## src/rtl/hilo_muldiv_unit.sv

```systemverilog
// HI/LO register pair with an iterative shift-add multiplier and restoring divider.
// One iteration per cycle; a FIX cycle applies sign correction and writes HI/LO.
module hilo_muldiv_unit #(
  parameter int unsigned WIDTH = 32
) (
  input  logic             clk,
  input  logic             reset_n,
  input  logic             start,
  input  logic [2:0]       op,
  input  logic [WIDTH-1:0] op_a,
  input  logic [WIDTH-1:0] op_b,
  input  logic             abort,
  output logic             busy,
  output logic             done,
  output logic [WIDTH-1:0] hi,
  output logic [WIDTH-1:0] lo
);

  localparam int unsigned CntW = $clog2(WIDTH);

  typedef enum logic [1:0] {StIdle, StCalc, StFix} state_e;

  state_e              state_q, state_d;
  logic [CntW-1:0]     cnt_q, cnt_d;
  logic [WIDTH-1:0]    a_q, a_d;      // |multiplicand|, or |dividend| shifting into quotient
  logic [WIDTH-1:0]    b_q, b_d;      // |multiplier| (shifts right), or |divisor|
  logic [2*WIDTH-1:0]  acc_q, acc_d;  // product, or remainder in the upper half
  logic                is_div_q, is_div_d;
  logic                neg_lo_q, neg_lo_d;
  logic                neg_rem_q, neg_rem_d;
  logic                div0_q, div0_d;
  logic [WIDTH-1:0]    hi_q, hi_d;
  logic [WIDTH-1:0]    lo_q, lo_d;
  logic                done_q, done_d;

  logic                is_signed, a_neg, b_neg;
  logic [WIDTH:0]      mul_sum, rem_shift, div_diff;

  assign mul_sum   = {1'b0, acc_q[2*WIDTH-1:WIDTH]} + ({1'b0, a_q} & {(WIDTH+1){b_q[0]}});
  assign rem_shift = {acc_q[2*WIDTH-1:WIDTH], a_q[WIDTH-1]};
  assign div_diff  = rem_shift - {1'b0, b_q};

  always_comb begin
    state_d   = state_q;
    cnt_d     = cnt_q;
    a_d       = a_q;
    b_d       = b_q;
    acc_d     = acc_q;
    is_div_d  = is_div_q;
    neg_lo_d  = neg_lo_q;
    neg_rem_d = neg_rem_q;
    div0_d    = div0_q;
    hi_d      = hi_q;
    lo_d      = lo_q;
    done_d    = 1'b0;
    is_signed = ~op[0];
    a_neg     = is_signed & op_a[WIDTH-1];
    b_neg     = is_signed & op_b[WIDTH-1];

    unique case (state_q)
      StIdle: begin
        if (start && !abort) begin
          case (op)
            3'd4: hi_d = op_a;
            3'd5: lo_d = op_a;
            3'd0, 3'd1, 3'd2, 3'd3: begin
              a_d       = a_neg ? -op_a : op_a;
              b_d       = b_neg ? -op_b : op_b;
              acc_d     = '0;
              cnt_d     = '0;
              is_div_d  = op[1];
              neg_lo_d  = a_neg ^ b_neg;
              neg_rem_d = a_neg;
              div0_d    = op[1] & (op_b == '0);
              state_d   = StCalc;
            end
            default: ;
          endcase
        end
      end
      StCalc: begin
        if (abort) begin
          state_d = StIdle;
        end else begin
          if (is_div_q) begin
            // Restore when the trial subtraction goes negative.
            acc_d[2*WIDTH-1:WIDTH] = div_diff[WIDTH] ? rem_shift[WIDTH-1:0]
                                                     : div_diff[WIDTH-1:0];
            a_d = {a_q[WIDTH-2:0], ~div_diff[WIDTH]};
          end else begin
            acc_d = {mul_sum, acc_q[WIDTH-1:1]};
            b_d   = b_q >> 1;
          end
          cnt_d = cnt_q + 1'b1;
          if (cnt_q == CntW'(WIDTH - 1)) begin
            state_d = StFix;
          end
        end
      end
      StFix: begin
        state_d = StIdle;
        if (!abort) begin
          done_d = 1'b1;
          if (is_div_q) begin
            // Zero divisor leaves |a| as remainder, so hi restores op_a after sign fix.
            lo_d = div0_q ? '1 : (neg_lo_q ? -a_q : a_q);
            hi_d = neg_rem_q ? -acc_q[2*WIDTH-1:WIDTH] : acc_q[2*WIDTH-1:WIDTH];
          end else begin
            {hi_d, lo_d} = neg_lo_q ? -acc_q : acc_q;
          end
        end
      end
      default: state_d = StIdle;
    endcase
  end

  always_ff @(posedge clk or negedge reset_n) begin
    if (!reset_n) begin
      state_q   <= StIdle;
      cnt_q     <= '0;
      a_q       <= '0;
      b_q       <= '0;
      acc_q     <= '0;
      is_div_q  <= 1'b0;
      neg_lo_q  <= 1'b0;
      neg_rem_q <= 1'b0;
      div0_q    <= 1'b0;
      hi_q      <= '0;
      lo_q      <= '0;
      done_q    <= 1'b0;
    end else begin
      state_q   <= state_d;
      cnt_q     <= cnt_d;
      a_q       <= a_d;
      b_q       <= b_d;
      acc_q     <= acc_d;
      is_div_q  <= is_div_d;
      neg_lo_q  <= neg_lo_d;
      neg_rem_q <= neg_rem_d;
      div0_q    <= div0_d;
      hi_q      <= hi_d;
      lo_q      <= lo_d;
      done_q    <= done_d;
    end
  end

  assign busy = (state_q != StIdle);
  assign done = done_q;
  assign hi   = hi_q;
  assign lo   = lo_q;

endmodule

```

## config.mk

```make
export PLATFORM = sky130hd
export DESIGN_NAME = hilo_muldiv_unit
export DESIGN_NICKNAME = d
export VERILOG_FILES = /design/src/rtl/hilo_muldiv_unit.sv
export SDC_FILE = /design/constraint.sdc
export NUM_CORES = 1
export LEC_CHECK = 0
export BUFFER_PORTS_ARGS = -buffer_cell sky130_fd_sc_hd__buf_2
export CORE_UTILIZATION = 53
export CTS_BUF_LIST = sky130_fd_sc_hd__clkbuf_16
export DETAILED_ROUTE_END_ITERATION = 7
export MAX_ROUTING_LAYER = met4
export PLACE_DENSITY_LB_ADDON = 0.2
export SLEW_MARGIN = 20
export SYNTH_ARGS = -nofsm -noshare
export SYNTH_HDL_FRONTEND = slang
export SYNTH_SLANG_ARGS = --single-unit
export TNS_END_PERCENT = 5
```

## constraint.sdc

```tcl
create_clock -name clk -period 6.75 [get_ports clk]
set_clock_uncertainty 0.2 [all_clocks]
set_input_delay 1.0125 -clock clk [delete_from_list [all_inputs] [get_ports clk]]
set_output_delay 1.0125 -clock clk [all_outputs]
set_load 0.02 [all_outputs]
```

==> out/metrics.yaml, run 1 <==
vias: 17010
ys_top_cells_by_area: "dfrtp_1 (30%), o21ai_0 (8.2%), nand2_1 (7.4%), a21oi_1 (6.7%), xnor2_1 (5.6%)"
synth_area_sq_um: 16800
grt_usage_pct: 37.40
setup_tns_ns: 0
ctsHoldBuffers: 0
gr-usage-met1_pct: 53.92
met2_usage_pct: 53.82
grtUsageMet3_pct: 6.265
worstSetupStartpointType: "register"
critPathArrivalTime_ns: 4.68
end_kind: "register"
syn_nets: 2348
synth.distinct_cells: 76
cts_root_buffer: "clkbuf_16"
synth_edf_count: 0
hold_viol_final: 0
ant_nets: 0
drive_above_1_share_pct: 9.978
wl_mm: 59.45
first_pass_iters: 8
synth_seq_cells: 204
synth_cells: 2203
drtIter0Drc: 1960
synth_most_common_cell: "nand2_1"
p_leak_nw: 8.342
wl_per_cell_microns: 22.25
chipWidth_microns: 180.0
grt_pass1_vias: 15550
grt_antenna_before_repair: 1
worstPathMaxFanout: 37
required_ns: 6.98
num_rows: 64
pwr_density_cell_nw_per_um2: 493.4
synth_top_area_share_pct: 30.39
ctsResizeCount: 0
place_hpwl_mm: 44.72
die-height_microns: 180.0
clockBufferDepth: 3
crit_type: "reg2reg"
async_reset_ff_share_pct: 100.0
core_area_sq_um: 30910
finalPower_mw: 9.157
hold_class: "reg2reg"
report.final.slew_viol_count: 0
via_per_inst: 6.367
grt-busiest-layer: "met1"
ys_seq_area_share_pct: 30.39
ys.flop_type: "dfrtp_1"
final.min_clock_period_ns: 4.452
numCtsBuffers: 25
initial_core_util_pct: 54.35
drv_cap: 0
rsz0062_at_grt: "false"
postSynthAreaPerCell_sq_um: 7.626
syn2layout_area_growth_pct: 10.46
drcViolationCount: 0
cts_sinks: 204
rrSetupSlack_ns: 2.30
status: "finished, final reports clean"
ys_warn_count: 0
vdd_drop_max_mv: 0.3320
fin_nets: 2401
grt_pass1_wl_mm: 92.14
relSlewSlack_pct: 20.19
path_clk_slew_ns: 0.06
gr-total-overflow: 0
gp_congestion: 1.012
dieArea_sq_um: 32410
post_cts_buffers: 0
finalSetupViolCount: 0
tightest_slew_ns: 1.195
clk_latency_ns: 0.57
synthTopCellsByCount: "nand2_1 (330), o21ai_0 (276), a21oi_1 (224)"
cts_tree: "built"
fin_crit_sh_pct: 65.95
post-synth-top-area-cell: "dfrtp_1"
grt_max_degree: 102
io_buffer_count: 136
fmax_mhz: 224.6
fin_util_pct: 60.04
io_pins: 137
h-tree-depth: 1
## where the power goes
part | total (mW) | switching [mW] | internal, mW
clock network | 1.33 | 0.576 | 0.755
logic | 5.53 | 3.50 | 2.03
registers | 2.29 | 0.679 | 1.62
## flip-flops by register name (all words and copies together), names as in the netlist
signal / count
lo: 32
hi: 32
cnt_q: 5
is_div_q: 1
neg_rem_q: 1
b_q: 32
state_q: 2
neg_lo_q: 1
acc_q: 64
a_q: 32
div0_q: 1
done: 1
## stage by stage
step	hold slack [ns]	worst slack, ns	cells	cell area (sq um)
2_1_floorplan	0.2623	3.278	2203	16800
3_3_place_gp	0.2563	2.387	2624	17730
3_5_place_dp	0.2625	2.323	2624	17730
4_1_cts	0.2762	2.283	2670	18530
5_1_grt	0.2943	1.974	2672	18560
6_report	0.2693	2.298	2672	18560
## metal layers
metal  share of wire [%]  up-vias
met2                  42      768
met4                 3.4        0
met1                  46     8134
li1                    -     7985
met5                   0        -
met3                 9.1      126
## final cells by class
class / count / area [sq um]
fillers: 2904 / 12350
multi-input cells: 1795 / 11010
flip-flops and latches: 204 / 5106
repair buffers: 159 / 882.1
clock buffers: 25 / 625.6
well taps: 396 / 495.5
inverters: 71 / 266.5
clock inverters: 21 / 173.9
diodes: 1 / 2.502
## worst paths after layout
| path | start | end | cells past startpoint |
|---|---|---|---|
| min reg2reg | hi[23] | hi[23] | 2 |
| max reg2reg | b_q[0] | acc_q[50] | 13 |
| max in group asynchronous | reset_n | acc_q[32] | 2 |
| min | hi[23] | hi[23] | 2 |
| max | b_q[0] | acc_q[50] | 13 |
| min in group asynchronous | reset_n | acc_q[41] | 1 |
## logic make-up (layout without fill, tap and decap cells)
| group | after synthesis | after routing | synth area share (%) |
|---|---|---|---|
| muxes | 29 | 29 | 1.728 |
| and+or+nand+nor | 756 | 756 | 21.08 |
| other | 0 | 1 | 0 |
| DFF | 204 | 204 | 30.39 |
| adders and majority gates | 74 | 74 | 5.601 |
| AOI/OAI and AO/OA | 744 | 744 | 26.60 |
| xor gates and xnor gates | 192 | 192 | 10.01 |
| buffers and inverters | 204 | 276 | 4.595 |
## critical path, stage by stage, from the launching register on
cell	delay, ns
dfrtp_1	0.41
buf_4	0.24
ha_1	0.24
fa_1	0.42
nand2b_1	0.19
a21o_1	0.21
a21o_1	0.20
a211oi_1	0.37
o32ai_1	0.26
xor2_4	0.57
buf_4	0.47
mux2i_1	0.23
mux2i_1	0.08
a22o_1	0.20
## layout by cell type, fill, tap and decap left out, types with 6 or more instances in the layout
cell type / count
a21o_1: 29
mux2i_1: 29
buf_2: 135
o41ai_1: 18
inv_1: 75
a21oi_1: 224
clkbuf_16: 25
o221ai_1: 21
xor2_1: 83
o31ai_1: 27
and2_1: 39
and3_1: 10
nor2_1: 158
clkinv_1: 6
or2_2: 9
nor4_1: 22
buf_4: 22
nor3_1: 37
or3_1: 25
ha_1: 72
xnor2_1: 108
o211ai_1: 16
nand3_1: 21
nor3b_1: 8
a31oi_1: 13
a221oi_1: 18
nor2b_1: 18
dfrtp_1: 203
o21a_1: 10
or4_1: 22
a22oi_1: 17
nand2b_1: 27
nand4_1: 8
nand2_1: 330
o22ai_1: 6
a211oi_1: 17
o21ai_0: 273
Power figures use the tool's default switching activity.
==> inputs of run 2 (changes only) <==
- clock period: 6.75 -> 4.63 ns (I/O delays scaled with it)
==> out/metrics.yaml, run 2 (synthesis gave the netlist of run 1 again) <==
status: "finished, final reports clean"
multi_input_area_sq_um: 11000  # about the same
ant_nets: 0  # unchanged
postLayoutCellArea_sq_um: 18680  # +0.67%
dpl_cell_area_sq_um: 17820  # +0.52%
final_common_cell: "nand2_1"
clk_latency_ns: 0.55  # -0.02 ns
finalWorstSetupSlack_ns: 0.6194  # -1.679 ns
switching_power_mw: 6.935  # +46%
place_ws_ns: 0.6989  # -1.624 ns
p_seq_share_pct: 26.0  # +0.9 points
top_register: "acc_q"
fin_nets: 2411  # +0.42%
num_rows: 64  # unchanged
fin_util_pct: 60.44  # +0.40 points
p_sw_share_pct: 51.18  # -0.74 points
end_kind: "register"
r2r_cells: 12  # -1
drtIter0Drc: 2079  # +6.1%
dieArea_sq_um: 32410  # unchanged
tightest_slew_ns: 1.117  # -0.07714 ns
fmax_mhz: 249.3  # +11%
final_cell_mix: "nand2_1 (330), o21ai_0 (273), a21oi_1 (224), dfrtp_1 (203), nor2_1 (159)"
cp_cell_sequence: "inv_1 > fa_1 > nand2b_1 > a21o_1 > a21o_1 > a211oi_1 > o32ai_1 > xor2_4 > buf_4 > nor4_1 > a211oi_1 > o21ai_0"
pwr_density_cell_nw_per_um2: 725.3  # +47%
seq_area_sq_um: 5106  # unchanged
crit_type: "reg2reg"
first_pass_iters: 8  # unchanged
required_ns: 4.88  # -2.10 ns
ctsHoldBuffers: 0  # unchanged
via_per_inst: 6.384  # +0.26%
wl_mm: 59.28  # -0.28%
cellInternalPower_mw: 6.616  # +50%
critPathArrivalTime_ns: 4.26  # -0.42 ns
finalSetupViolCount: 0  # unchanged
io_buffer_count: 136  # unchanged
hold_ws_ns: 0.02832  # -0.2409 ns
instances_no_fill: 2682  # +0.37%
io_pins: 137  # unchanged
gp_congestion: 1.005  # -0.68%
relSlewSlack_pct: 25.50  # +5.3 points
post_cts_buffers: 0  # unchanged
die-height_microns: 180.0  # unchanged
hold_viol_final: 0  # unchanged
p_leak_nw: 8.424  # +0.98%
largest_reg_flops: 64  # unchanged
worstPathMaxFanout: 36  # -2.7%
worstSetupStartpointType: "register"
rsz0062_at_grt: "false"
setup_tns_ns: 0  # unchanged
syn2layout_area_growth_pct: 11.21
vias: 17120  # +0.63%
report.final.slew_viol_count: 0  # unchanged
cts_sinks: 204  # unchanged
wl_per_cell_microns: 22.10  # -0.65%
gr-total-overflow: 0  # unchanged
grt_usage_pct: 37.40  # about the same
ctsResizeCount: 0  # unchanged
core_area_sq_um: 30910  # unchanged
final.min_clock_period_ns: 4.011  # -0.4409 ns
cts_tree: "built"
h-tree-depth: 1  # unchanged
initial_core_util_pct: 54.35  # unchanged
grt_pass1_wl_mm: 92.42  # +0.30%
numCtsBuffers: 25  # unchanged
grt_max_degree: 100  # -2.0%
fin_crit_sh_pct: 86.62  # +21 points
crit_path_top_delay_cell: "dfrtp_1"
chipWidth_microns: 180.0  # unchanged
grt_antenna_before_repair: 1  # unchanged
finalPower_mw: 13.55  # +48%
combPwrFrac_pct: 58.6  # -1.8 points
cts_root_buffer: "clkbuf_16"
placed_cells: 2635  # +0.42%
clockBufferDepth: 3  # unchanged
hold_class: "in2async"
fill_cells: 2860  # -1.5%
place_hpwl_mm: 44.55  # -0.39%
drive_above_1_share_pct: 10.42  # +0.44 points
path_clk_slew_ns: 0.06  # about the same
p_clk_share_pct: 15.5  # +1.0 points
drcViolationCount: 0  # unchanged
vdd_drop_max_mv: 0.3577  # +7.8%
drv_cap: 0  # unchanged
grt_pass1_vias: 15840  # +1.8%
max_stage_delay_ns: 0.60  # +0.03 ns
[run 2: cell types whose count changed in the layout (fill, tap and decap cells not counted), sizes merged]
cell	before	now
clkinvlp	5	1
clkinv	9	12
bufinv	2	5
buf	158	168
inv	76	74
[run 2: metal layers]
| metal | up-vias | track usage, % | share of wire (%) |
|---|---|---|---|
| met4 | 0 | 9.709 | 2.8 |
| li1 | 7985 | - | - |
| met2 | 835 | 53.49 | 42 |
| met5 | - | - | 0 |
| met1 | 8176 | 53.80 | 45 |
| met3 | 125 | 7.296 | 10 |
[run 2: power groups by stage]
stage	registers [mW]	logic, mW	clock network (mW)
floorplan	3.11	5.86	0
global placement	3.47	7.64	0
detailed placement	3.49	7.69	0
CTS	3.46	7.75	2.11
global route	3.57	8.69	2.17
finish	3.52	7.94	2.10
[run 2: area by class of cell]
class | instances | area share (%)
antenna | 1 | 0.01339
clock buffer | 25 | 3.349
clock inverter | 21 | 1.252
inverter | 71 | 1.426
multi-input combinational | 1795 | 58.89
sequential | 204 | 27.33
tap | 396 | 2.652
timing repair buffer | 169 | 5.083
[run 2: critical path, delay by kind of cell, from the launching register on]
family	cells	cell delay, ns
DFF	1	0.60
AOI/OAI and AO/OA	6	1.34
and+or+nand+nor	2	0.60
adders and majority gates	1	0.47
xor gates and xnor gates	1	0.20
buffers and inverters	2	0.51
[run 2: worst paths after layout]
path                             endpoint  slack [ns]      start
worst max register to register  acc_q[51]        0.62  acc_q[32]
max in group asynchronous       acc_q[10]        3.21    reset_n
worst max-delay path            acc_q[51]        0.62  acc_q[32]
min in group clk                 is_div_q        0.23      op[1]
worst min-delay path               hi[22]        0.03    reset_n
worst min register to register     hi[30]        0.27     hi[30]
